<file path="src/rtl/tpu_uart_pkg.sv">
// Shared definitions for the TPU UART command controller: opcodes, FSM state
// encodings and payload/response lengths.
package tpu_uart_pkg;

  localparam logic [7:0] OP_WRITE_WEIGHTS = 8'h01;
  localparam logic [7:0] OP_WRITE_ACT     = 8'h02;
  localparam logic [7:0] OP_RUN           = 8'h03;
  localparam logic [7:0] OP_STATUS        = 8'h04;
  localparam logic [7:0] OP_READ_ACC0     = 8'h05;
  localparam logic [7:0] OP_READ_ACC1     = 8'h06;
  localparam logic [7:0] OP_CLEAR_WEIGHTS = 8'h07;

  localparam int unsigned WEIGHT_PAYLOAD_LEN = 4;
  localparam int unsigned ACT_PAYLOAD_LEN    = 2;
  localparam int unsigned STATUS_RESP_LEN    = 2;
  localparam int unsigned ACC_RESP_LEN       = 4;

  typedef enum logic [3:0] {
    ST_IDLE        = 4'd0,
    ST_GET_PAYLOAD = 4'd1,
    ST_EXECUTE     = 4'd2,
    ST_SEND        = 4'd3,
    ST_WAIT_TX     = 4'd4
  } ctrl_state_e;

  typedef enum logic [1:0] {
    RX_IDLE  = 2'd0,
    RX_START = 2'd1,
    RX_DATA  = 2'd2,
    RX_STOP  = 2'd3
  } rx_state_e;

  // Index of the final payload byte for commands that carry a payload.
  function automatic logic [2:0] payload_last(input logic [7:0] op);
    return (op == OP_WRITE_WEIGHTS) ? 3'(WEIGHT_PAYLOAD_LEN - 1) : 3'(ACT_PAYLOAD_LEN - 1);
  endfunction

  // Index of the final response byte for commands that reply.
  function automatic logic [1:0] resp_last(input logic [7:0] op);
    return (op == OP_STATUS) ? 2'(STATUS_RESP_LEN - 1) : 2'(ACC_RESP_LEN - 1);
  endfunction

endpackage

</file>
<file path="src/rtl/uart_phy.sv">
// 8N1 UART receiver and transmitter sharing one bit-period parameter.
// RX oversamples with a per-bit counter and samples at mid-bit.
module uart_phy
  import tpu_uart_pkg::*;
#(
  parameter int unsigned CLKS_PER_BIT = 868
) (
  input  logic       clk,
  input  logic       rst_n,
  input  logic       i_rx,
  output logic       o_tx,
  input  logic       i_tx_valid,
  input  logic [7:0] i_tx_data,
  output logic       o_tx_ready,
  output logic       o_rx_valid,
  output logic [7:0] o_rx_data
);

  localparam int unsigned CNT_W = $clog2(CLKS_PER_BIT + 1);
  localparam logic [CNT_W-1:0] BIT_LAST  = CNT_W'(CLKS_PER_BIT - 1);
  localparam logic [CNT_W-1:0] HALF_LAST = CNT_W'(CLKS_PER_BIT / 2 - 1);

  logic             r_rx_meta;
  logic             r_rx_sync;
  logic             r_rx_prev;
  rx_state_e        r_rx_state;
  rx_state_e        w_rx_state_next;
  logic [CNT_W-1:0] r_rx_cnt;
  logic [2:0]       r_rx_bit_idx;
  logic [7:0]       r_rx_shift;
  logic             r_rx_valid;
  logic [7:0]       r_rx_data;
  logic             w_rx_fall;
  logic             w_rx_half_tick;
  logic             w_rx_bit_tick;

  // Sync flops reset low, so a falling edge needs the line to be seen high first.
  always_ff @(posedge clk or negedge rst_n) begin
    if (!rst_n) begin
      r_rx_meta <= 1'b0;
      r_rx_sync <= 1'b0;
      r_rx_prev <= 1'b0;
    end else begin
      r_rx_meta <= i_rx;
      r_rx_sync <= r_rx_meta;
      r_rx_prev <= r_rx_sync;
    end
  end

  assign w_rx_fall      = r_rx_prev & ~r_rx_sync;
  assign w_rx_half_tick = (r_rx_cnt == HALF_LAST);
  assign w_rx_bit_tick  = (r_rx_cnt == BIT_LAST);

  always_ff @(posedge clk or negedge rst_n) begin
    if (!rst_n) begin
      r_rx_state <= RX_IDLE;
    end else begin
      r_rx_state <= w_rx_state_next;
    end
  end

  always_comb begin
    w_rx_state_next = r_rx_state;
    unique case (r_rx_state)
      RX_IDLE:  if (w_rx_fall) w_rx_state_next = RX_START;
      RX_START: if (w_rx_half_tick) w_rx_state_next = r_rx_sync ? RX_IDLE : RX_DATA;
      RX_DATA:  if (w_rx_bit_tick && (r_rx_bit_idx == 3'd7)) w_rx_state_next = RX_STOP;
      RX_STOP:  if (w_rx_bit_tick) w_rx_state_next = RX_IDLE;
      default:  w_rx_state_next = RX_IDLE;
    endcase
  end

  always_ff @(posedge clk or negedge rst_n) begin
    if (!rst_n) begin
      r_rx_cnt     <= '0;
      r_rx_bit_idx <= '0;
      r_rx_shift   <= '0;
      r_rx_valid   <= 1'b0;
      r_rx_data    <= '0;
    end else begin
      r_rx_valid <= 1'b0;
      if ((r_rx_state == RX_IDLE) || (r_rx_state != w_rx_state_next) || w_rx_bit_tick) begin
        r_rx_cnt <= '0;
      end else begin
        r_rx_cnt <= r_rx_cnt + 1'b1;
      end
      if (r_rx_state == RX_IDLE) begin
        r_rx_bit_idx <= '0;
      end
      if ((r_rx_state == RX_DATA) && w_rx_bit_tick) begin
        r_rx_shift   <= {r_rx_sync, r_rx_shift[7:1]};
        r_rx_bit_idx <= r_rx_bit_idx + 3'd1;
      end
      if ((r_rx_state == RX_STOP) && w_rx_bit_tick && r_rx_sync) begin
        r_rx_valid <= 1'b1;
        r_rx_data  <= r_rx_shift;
      end
    end
  end

  assign o_rx_valid = r_rx_valid;
  assign o_rx_data  = r_rx_data;

  logic             r_tx_busy;
  logic             r_tx_line;
  logic [8:0]       r_tx_shift;
  logic [3:0]       r_tx_bit_idx;
  logic [CNT_W-1:0] r_tx_cnt;

  // Slot 0 is the start bit, slots 1..8 data, slot 9 the stop bit.
  always_ff @(posedge clk or negedge rst_n) begin
    if (!rst_n) begin
      r_tx_busy    <= 1'b0;
      r_tx_line    <= 1'b1;
      r_tx_shift   <= '0;
      r_tx_bit_idx <= '0;
      r_tx_cnt     <= '0;
    end else if (!r_tx_busy) begin
      if (i_tx_valid) begin
        r_tx_busy    <= 1'b1;
        r_tx_line    <= 1'b0;
        r_tx_shift   <= {1'b1, i_tx_data};
        r_tx_bit_idx <= '0;
        r_tx_cnt     <= '0;
      end
    end else if (r_tx_cnt == BIT_LAST) begin
      r_tx_cnt <= '0;
      if (r_tx_bit_idx == 4'd9) begin
        r_tx_busy <= 1'b0;
      end else begin
        r_tx_line    <= r_tx_shift[0];
        r_tx_shift   <= {1'b1, r_tx_shift[8:1]};
        r_tx_bit_idx <= r_tx_bit_idx + 4'd1;
      end
    end else begin
      r_tx_cnt <= r_tx_cnt + 1'b1;
    end
  end

  assign o_tx       = r_tx_line;
  assign o_tx_ready = ~r_tx_busy;

endmodule

</file>
<file path="src/rtl/tpu_uart_controller.sv">
// UART command front end for the TPU: decodes opcodes, loads weights and
// activations, starts the MLP and returns status/accumulators. Debug mirrors: UART_CTRL_DEBUG_EN.
module tpu_uart_controller
  import tpu_uart_pkg::*;
#(
  parameter int unsigned CLOCK_FREQ = 100_000_000,
  parameter int unsigned BAUD_RATE  = 115200
) (
  input  logic               clk,
  input  logic               rst,
  input  logic               uart_rx,
  output logic               uart_tx,
  output logic               wf_push_col0,
  output logic               wf_push_col1,
  output logic [7:0]         wf_data_in,
  output logic               wf_reset,
  output logic               init_act_valid,
  output logic [15:0]        init_act_data,
  output logic               start_mlp,
  output logic               weights_ready,
  input  logic [3:0]         mlp_state,
  input  logic [4:0]         mlp_cycle_cnt,
  input  logic signed [31:0] mlp_acc0,
  input  logic signed [31:0] mlp_acc1,
  output logic [3:0]         dbg_state,
  output logic [7:0]         dbg_cmd_reg,
  output logic [2:0]         dbg_byte_count,
  output logic [1:0]         dbg_resp_byte_idx,
  output logic               dbg_tx_valid,
  output logic               dbg_tx_ready,
  output logic               dbg_rx_valid,
  output logic [7:0]         dbg_rx_data,
  output logic               dbg_weights_ready,
  output logic               dbg_start_mlp
);

  localparam int unsigned CLKS_PER_BIT = CLOCK_FREQ / BAUD_RATE;

  logic        w_rx_valid;
  logic [7:0]  w_rx_data;
  logic        w_tx_valid;
  logic [7:0]  w_tx_data;
  logic        w_tx_ready;
  logic        w_start_mlp;
  logic        w_wf_reset;

  ctrl_state_e r_state;
  ctrl_state_e w_state_next;
  logic [7:0]  r_cmd_reg;
  logic [2:0]  r_byte_count;
  logic [1:0]  r_resp_byte_idx;
  logic [31:0] r_resp_word;
  logic [7:0]  r_act_lo;
  logic [7:0]  r_wf_data;
  logic        r_push_col0;
  logic        r_push_col1;
  logic        r_act_valid;
  logic [15:0] r_act_data;
  logic        r_weights_ready;

  uart_phy #(
    .CLKS_PER_BIT(CLKS_PER_BIT)
  ) u_phy (
    .clk        (clk),
    .rst_n      (rst),
    .i_rx       (uart_rx),
    .o_tx       (uart_tx),
    .i_tx_valid (w_tx_valid),
    .i_tx_data  (w_tx_data),
    .o_tx_ready (w_tx_ready),
    .o_rx_valid (w_rx_valid),
    .o_rx_data  (w_rx_data)
  );

  always_ff @(posedge clk or negedge rst) begin
    if (!rst) begin
      r_state <= ST_IDLE;
    end else begin
      r_state <= w_state_next;
    end
  end

  always_comb begin
    w_state_next = r_state;
    w_tx_valid   = 1'b0;
    w_start_mlp  = 1'b0;
    w_wf_reset   = 1'b0;
    unique case (r_resp_byte_idx)
      2'd0:    w_tx_data = r_resp_word[7:0];
      2'd1:    w_tx_data = r_resp_word[15:8];
      2'd2:    w_tx_data = r_resp_word[23:16];
      default: w_tx_data = r_resp_word[31:24];
    endcase
    unique case (r_state)
      ST_IDLE: begin
        if (w_rx_valid) begin
          case (w_rx_data)
            OP_WRITE_WEIGHTS, OP_WRITE_ACT:          w_state_next = ST_GET_PAYLOAD;
            OP_RUN, OP_CLEAR_WEIGHTS:                w_state_next = ST_EXECUTE;
            OP_STATUS, OP_READ_ACC0, OP_READ_ACC1:   w_state_next = ST_SEND;
            default:                                 w_state_next = ST_IDLE;
          endcase
        end
      end
      ST_GET_PAYLOAD: begin
        if (w_rx_valid && (r_byte_count == payload_last(r_cmd_reg))) begin
          w_state_next = ST_IDLE;
        end
      end
      ST_EXECUTE: begin
        w_start_mlp  = (r_cmd_reg == OP_RUN);
        w_wf_reset   = (r_cmd_reg == OP_CLEAR_WEIGHTS);
        w_state_next = ST_IDLE;
      end
      ST_SEND: begin
        w_tx_valid = 1'b1;
        if (w_tx_ready) w_state_next = ST_WAIT_TX;
      end
      ST_WAIT_TX: begin
        if (w_tx_ready) begin
          w_state_next = (r_resp_byte_idx == resp_last(r_cmd_reg)) ? ST_IDLE : ST_SEND;
        end
      end
      default: w_state_next = ST_IDLE;
    endcase
  end

  always_ff @(posedge clk or negedge rst) begin
    if (!rst) begin
      r_cmd_reg       <= '0;
      r_byte_count    <= '0;
      r_resp_byte_idx <= '0;
      r_resp_word     <= '0;
      r_act_lo        <= '0;
      r_wf_data       <= '0;
      r_push_col0     <= 1'b0;
      r_push_col1     <= 1'b0;
      r_act_valid     <= 1'b0;
      r_act_data      <= '0;
      r_weights_ready <= 1'b0;
    end else begin
      r_push_col0 <= 1'b0;
      r_push_col1 <= 1'b0;
      r_act_valid <= 1'b0;
      unique case (r_state)
        ST_IDLE: begin
          if (w_rx_valid) begin
            r_cmd_reg       <= w_rx_data;
            r_byte_count    <= '0;
            r_resp_byte_idx <= '0;
            // Response value is frozen here so a moving accumulator cannot tear.
            case (w_rx_data)
              OP_STATUS:    r_resp_word <= {16'h0000, 3'b000, mlp_cycle_cnt, 4'h0, mlp_state};
              OP_READ_ACC0: r_resp_word <= mlp_acc0;
              OP_READ_ACC1: r_resp_word <= mlp_acc1;
              default:      r_resp_word <= r_resp_word;
            endcase
          end
        end
        ST_GET_PAYLOAD: begin
          if (w_rx_valid) begin
            r_byte_count <= r_byte_count + 3'd1;
            if (r_cmd_reg == OP_WRITE_WEIGHTS) begin
              r_wf_data   <= w_rx_data;
              r_push_col0 <= (r_byte_count < 3'd2);
              r_push_col1 <= (r_byte_count >= 3'd2);
              if (r_byte_count == payload_last(r_cmd_reg)) r_weights_ready <= 1'b1;
            end else if (r_byte_count == 3'd0) begin
              r_act_lo <= w_rx_data;
            end else begin
              r_act_data  <= {w_rx_data, r_act_lo};
              r_act_valid <= 1'b1;
            end
          end
        end
        ST_EXECUTE: begin
          if (r_cmd_reg == OP_CLEAR_WEIGHTS) r_weights_ready <= 1'b0;
        end
        ST_WAIT_TX: begin
          if (w_tx_ready && (r_resp_byte_idx != resp_last(r_cmd_reg))) begin
            r_resp_byte_idx <= r_resp_byte_idx + 2'd1;
          end
        end
        default: ;
      endcase
    end
  end

  assign wf_push_col0   = r_push_col0;
  assign wf_push_col1   = r_push_col1;
  assign wf_data_in     = r_wf_data;
  assign wf_reset       = w_wf_reset;
  assign init_act_valid = r_act_valid;
  assign init_act_data  = r_act_data;
  assign start_mlp      = w_start_mlp;
  assign weights_ready  = r_weights_ready;

`ifdef UART_CTRL_DEBUG_EN
  assign dbg_state         = r_state;
  assign dbg_cmd_reg       = r_cmd_reg;
  assign dbg_byte_count    = r_byte_count;
  assign dbg_resp_byte_idx = r_resp_byte_idx;
  assign dbg_tx_valid      = w_tx_valid;
  assign dbg_tx_ready      = w_tx_ready;
  assign dbg_rx_valid      = w_rx_valid;
  assign dbg_rx_data       = w_rx_data;
  assign dbg_weights_ready = r_weights_ready;
  assign dbg_start_mlp     = w_start_mlp;
`else
  assign dbg_state         = '0;
  assign dbg_cmd_reg       = '0;
  assign dbg_byte_count    = '0;
  assign dbg_resp_byte_idx = '0;
  assign dbg_tx_valid      = 1'b0;
  assign dbg_tx_ready      = 1'b0;
  assign dbg_rx_valid      = 1'b0;
  assign dbg_rx_data       = '0;
  assign dbg_weights_ready = 1'b0;
  assign dbg_start_mlp     = 1'b0;
`endif

endmodule

</file>
<file path="config.mk">
export PLATFORM = sky130hd
export DESIGN_NAME = tpu_uart_controller
export DESIGN_NICKNAME = d
export VERILOG_FILES = /design/src/rtl/tpu_uart_pkg.sv /design/src/rtl/uart_phy.sv /design/src/rtl/tpu_uart_controller.sv
export SDC_FILE = /design/constraint.sdc
export NUM_CORES = 1
export LEC_CHECK = 0
export BUFFER_PORTS_ARGS = -buffer_cell sky130_fd_sc_hd__buf_2
export CAP_MARGIN = 20
export CORE_UTILIZATION = 25
export CTS_CLUSTER_DIAMETER = 200
export DETAILED_ROUTE_END_ITERATION = 16
export HOLD_SLACK_MARGIN = 0.08
export PLACE_DENSITY_LB_ADDON = 0.05
export RECOVER_POWER = 100
export SYNTH_ARGS = -nofsm -noshare
export SYNTH_HDL_FRONTEND = slang
export SYNTH_SLANG_ARGS = --single-unit
export TNS_END_PERCENT = 30
</file>
<file path="constraint.sdc">
create_clock -name clk -period 6.8 [get_ports clk]
set_input_delay 1.7 -clock clk [delete_from_list [all_inputs] [get_ports clk]]
set_output_delay 1.7 -clock clk [all_outputs]
set_load 0.05 [all_outputs]
</file>
Word level (Yosys, flattened, before mapping)
Cells that the tools add are included.

Register bits: 145. Bits of input ports: 76. Word-level logic and storage cells: 174.

$add $sub $neg: 6. Magnitude comparators: 2. Eq/ne operators: 40. Mux-type cells: 64. Bitwise gates (word level): 5. Reduce and logical (&&, ||, !) cells: 31.

Operators by type and width (count): $pmux W32 S3 (1); $eq A8 B3 Y1 const B (6); $mux W10 (4); $mux W9 (4); $mux W4 (8); $mux W1 (26); $eq A8 B2 Y1 const B (3); $pmux W8 S3 (1); $add A10 B1 Y10 const B (2); $eq A10 B10 Y1 const B (2); $mux W2 (10); $ne A2 B2 Y1 const B (9); $eq A8 B1 Y1 const B (2); $pmux W4 S4 (1); $reduce_and A3 Y1 (5); $mux W3 (4); $reduce_and A4 Y1 (3); $eq A10 B9 Y1 const B (1); $reduce_bool A2 Y1 (5); $eq A4 B2 Y1 const B (2); $pmux W2 S4 (1); $add A3 B1 Y3 const B (2); $eq A2 B2 Y1 const B (3); $logic_and A1 B1 Y1 (6); other kinds (28) (37).

Depth between registers and ports, before layout
Depth after elaboration: 8. Depth in mapped cells: 9. Mapped depth without buffers: 7.

Modules after synthesis
Synthesis repeated with hierarchy kept, for this count alone.

Cell total of the unflattened synthesis: 683. Area total of the unflattened synthesis: 7516.0 um2.

By module, submodules not included: tpu_uart_controller (instances 1, cells an instance 438, area an instance 4628.2 um2); uart_phy (instances 1, cells an instance 245, area an instance 2887.8 um2).

Least setup slack after synthesis
No wires, ideal clock.

Path kind: reg2out. Start: register r_state[2]. End: output wf_reset. Arrival time: 2.391 ns. Setup slack: 2.709 ns. Cell stages (with the launch flop): 5. Buffers on the path: 1. Path through: dfrtp_1 buf_2 nor4bb_1 nand2_1 nor4_1.

Longest elaborated chain between the ends: 2.

Ends and longest elaborated chain: start: declaration (RTL line tpu_uart_controller.sv:47) `ctrl_state_e r_state;`; start signal: assignment (RTL line tpu_uart_controller.sv:79) `r_state <= w_state_next;`; $eq A4 B2 Y1 (RTL line tpu_uart_controller.sv:94) `unique case (r_state)`; $mux W1 (RTL line tpu_uart_controller.sv:94); end: declaration (RTL line tpu_uart_controller.sv:16) `output logic wf_reset,`.

No other way between the ends.

Final worst setup path
Start: register r_state[0]. End: register r_resp_word[26].

Longest elaborated chain between the ends: 2.

Ends and longest elaborated chain: $logic_not A4 Y1 (RTL line tpu_uart_controller.sv:145) `unique case (r_state)`; $reduce_and A3 Y1 (no source line); end signal: assignment (RTL line tpu_uart_controller.sv:153) `OP_STATUS: r_resp_word <= {16'h0000, 3'b000, mlp_cycle_cnt, 4'h0, mlp_state};`; end signal: assignment (RTL line tpu_uart_controller.sv:154) `OP_READ_ACC0: r_resp_word <= mlp_acc0;`; end signal: assignment (RTL line tpu_uart_controller.sv:155) `OP_READ_ACC1: r_resp_word <= mlp_acc1;`; end: declaration (RTL line tpu_uart_controller.sv:52) `logic [31:0] r_resp_word;`.

No other way between the ends. A chain may end at the register's enable or synchronous reset.

==> impl_metrics.csv <==
group,metric,value,unit
sta,hold_violations,0,
power_and_ir_drop,swShare,25.40,%
clocking,cts-root-buf,"clkbuf_16",
clocking,post_cts_resized,0,
finish,top_register,"r_resp_word",
critical_path,worstPathMaxFanout,23,
sta,period_share,65.76,%
finish,final_nets,859,
logic_synthesis,ys_warn_count,0,
sta,max_freq,223.6,MHz
critical_path,critPathCaptureType,"flip-flop",
logic_synthesis,ys_types,65,
power_and_ir_drop,p_seq_share,43.3,%
power_and_ir_drop,p_leak,3.960,nW
route,drt_iter0_drc,226,
logic_synthesis,ys.flop_type,"dfrtp_1",
clocking,cts_hold_buf,0,
grt,gr-usage-met3,3.077,%
clocking,cts_tree,"built",
sta,post-route-min-period,4.472,ns
logic_synthesis,synthArstFlopShare,100.0,%
sta,setup_ws,2.328,ns
critical_path,crit_required,7.09,ns
die,chipWidth,171.1,um
sta,worst_pin_slew,2.467,ns
finish,antenna_cells,0,
power_and_ir_drop,powerDensity,247.2,nW/um2
place,post-place-ws,3.500,ns
min_path,hold_class,"reg2reg",
sta,slew_headroom,-65.74,%
power_and_ir_drop,power.switching,0.5251,mW
logic_synthesis,seq_area_frac_synth,50.40,%
grt,busiest_layer,"met2",
power_and_ir_drop,clock_power_share,51.1,%
grt,antenna_found_initial,0,
grt,grt_use_met1,15.98,%
die,initial_utilization,25.60,%
finish,drive_above_1_share,21.07,%
logic_synthesis,syn_avg_cell_area,10.60,um2
route,via_count,5202,
sta,finalSetupViolCount,0,
grt,grt.total_usage,12.74,%
run_status,outcome,"complete, but fails checks",
die,core,27930,um2
critical_path,crit_chain,"or4b_1 > nor4b_1 > nand2_2 > a221oi_1 > nor2_1",
route,vias_per_cell,4.481,
finish,largest_reg_flops,32,
die,num_io_pins,137,
sta,tns,0,ns
route,ant_nets,0,
die,rows,61,
clocking,clock_path_buffers,2,
finish,areaGrowthSynthToFinish,16.93,%
clocking,clk_pin_slew_worst_paths,0.07,ns
logic_synthesis,yosys_register_bits,144,
run_status,violations,"max-capacitance violations, max-slew violations",
grt,first_global_vias,5474,
power_and_ir_drop,internal_power,1.542,mW
die,die-area,29290,um2
logic_synthesis,syn_inst,675,
clocking,cts.sinks,144,
sta,skew,0.01515,ns
sta,rsz0062_at_grt,"no",
critical_path,cp-start-kind,"flip-flop",
clocking,htree_levels,4,
logic_synthesis,synth_edf_count,0,
route,dr.pass1.iters,4,
clocking,clk_latency,0.43,ns
place,place_congestion,0.7406,
flow_run,cap_violations,3,
place,port_buffers,106,
logic_synthesis,netlist_area,7152,um2
grt,grt_max_degree,91,
grt,grt_pass1_wl,28780,um
die,die_y,171.1,um
route,remaining_drc_errors,0,
grt,globalRouteMet2Util,21.65,%
clocking,post-cts-setup-buffers,0,
clocking,cts_made_buffers,17,
sta,slew_viol_final,45,
power_and_ir_drop,vdd_ir_drop_max,157.1,uV
critical_path,critPathKind,"reg2reg",
grt,gr-total-overflow,0,
critical_path,slowest_stage,"nor4b_1",
sta,holdWs,0.3591,ns
route,totalWireLength,17670,um
critical_path,cpPeakStageDelay,1.75,ns
power_and_ir_drop,comb_power_share,5.6,%
critical_path,critPathArrivalTime,4.76,ns
place,dpl.hpwl,12120,um
route,avgRoutedWirePerCell,15.22,um
-- through the flow --
stage          utilization (%)  instances  total power [mW]  cell area (um2)
2_1_floorplan                -        704            0.9897             7261
3_3_place_gp             28.25       1127             1.031             7890
3_5_place_dp             28.37       1129             1.032             7925
4_1_cts                  30.76       1161             2.107             8592
5_1_grt                  29.94       1161             2.159             8363
6_report                 29.94       1161             2.067             8363
-- power by group through the flow --
stage | Clock [mW] | Combinational [mW] | Sequential (mW)
floorplan | 0 | 0.0854 | 0.904
global placement | 0 | 0.120 | 0.911
detailed placement | 0 | 0.121 | 0.911
CTS | 1.09 | 0.121 | 0.895
global route | 1.13 | 0.132 | 0.897
finish | 1.06 | 0.116 | 0.894
-- routing by layer --
metal  vias up  routed length, um
met5         -                  0
met4         0                117
met3         6                638
met2       106               8567
met1      2563               8346
li1       2527                  -
-- worst max-delay path, delay by kind of cell (launching register included) --
kind               cells  cell delay, ns
AOI/OAI and AO/OA      1            0.61
and+or+nand+nor        4            3.28
DFF                    1            0.44
-- cell families after synthesis --
kind of cell	after synthesis	share of synthesized area, %
AND/OR/NAND/NOR	246	16.48
flip-flops	144	50.40
AO/OA/AOI/OAI	126	14.08
buffers and inverters	78	6.473
multiplexers	53	8.520
XOR/XNOR	14	1.715
adder cells (fa/ha/maj)	13	2.274
other	1	0.05243
-- worst paths after layout --
kind / slack [ns] / start / end / depth (start not counted)
max: 2.33 / r_state[0] / r_resp_word[26] / 5
min reg2reg: 0.36 / u_phy.r_rx_meta / u_phy.r_rx_sync / 0
min: 0.36 / u_phy.r_rx_meta / u_phy.r_rx_sync / 0
min in group asynchronous: 1.30 / rst / r_resp_word[6] / 1
max in group asynchronous: 4.11 / rst / u_phy.o_rx_data[1] / 2
max reg2reg: 2.33 / r_state[0] / r_resp_word[26] / 5
-- Yosys cell counts (all sizes together), types with 2 or more instances --
library cell,n,area [um2]
dfrtp,143,3578
nor2,91,346.6
nand2,89,336.6
mux2,51,589.3
o21ai,47,235.2
buf,45,339.1
a221oi,23,326.6
clkbuf,21,78.83
ha,13,162.7
a21oi,11,55.05
inv,11,41.29
a41oi,10,87.58
nand3,10,50.05
nor3,9,56.31
a222oi,8,80.08
nand2b,8,50.05
o211a,7,70.07
xnor2,7,61.31
xor2,7,61.31
nand4,6,37.54
o31ai,5,37.54
nor2b,4,25.02
nor4,4,31.28
a31oi,3,18.77
and3,3,18.77
and3b,3,26.28
nor3b,3,43.79
or4,3,30.03
or4b,3,30.03
a21boi,2,15.01
mux2i,2,20.02
o22ai,2,12.51
or2,2,12.51
-- cell usage in the layout, fill, tap and decap left out, types with 3 or more instances in the layout --
cell type	n
dfrtp_1	143
nor2_1	91
nand2_1	88
buf_2	74
o21ai_0	47
mux2_2	41
clkbuf_1	34
conb_1	30
a221oi_1	22
clkbuf_16	17
ha_1	13
inv_1	11
a21oi_1	11
nand3_1	10
a41oi_1	10
nor3_1	9
nand2b_1	8
a222oi_1	8
xnor2_1	7
xor2_1	7
o211a_1	7
nand4_1	6
mux2_1	6
o31ai_1	5
nor4_1	4
nor2b_1	4
mux2_4	4
inv_6	4
bufinv_16	4
inv_8	4
and3b_1	3
and3_1	3
a31oi_1	3
buf_4	3
-- layout make-up --
cell class,count,area (um2)
clock buffer,17,425.4
clock inverter,15,241.5
fill,2973,19570
inverter,12,45.04
multi-input combinational,482,3014
sequential,144,3605
tap,378,473.0
timing repair buffer,113,559.3
(Power assumes the default switching activity.)
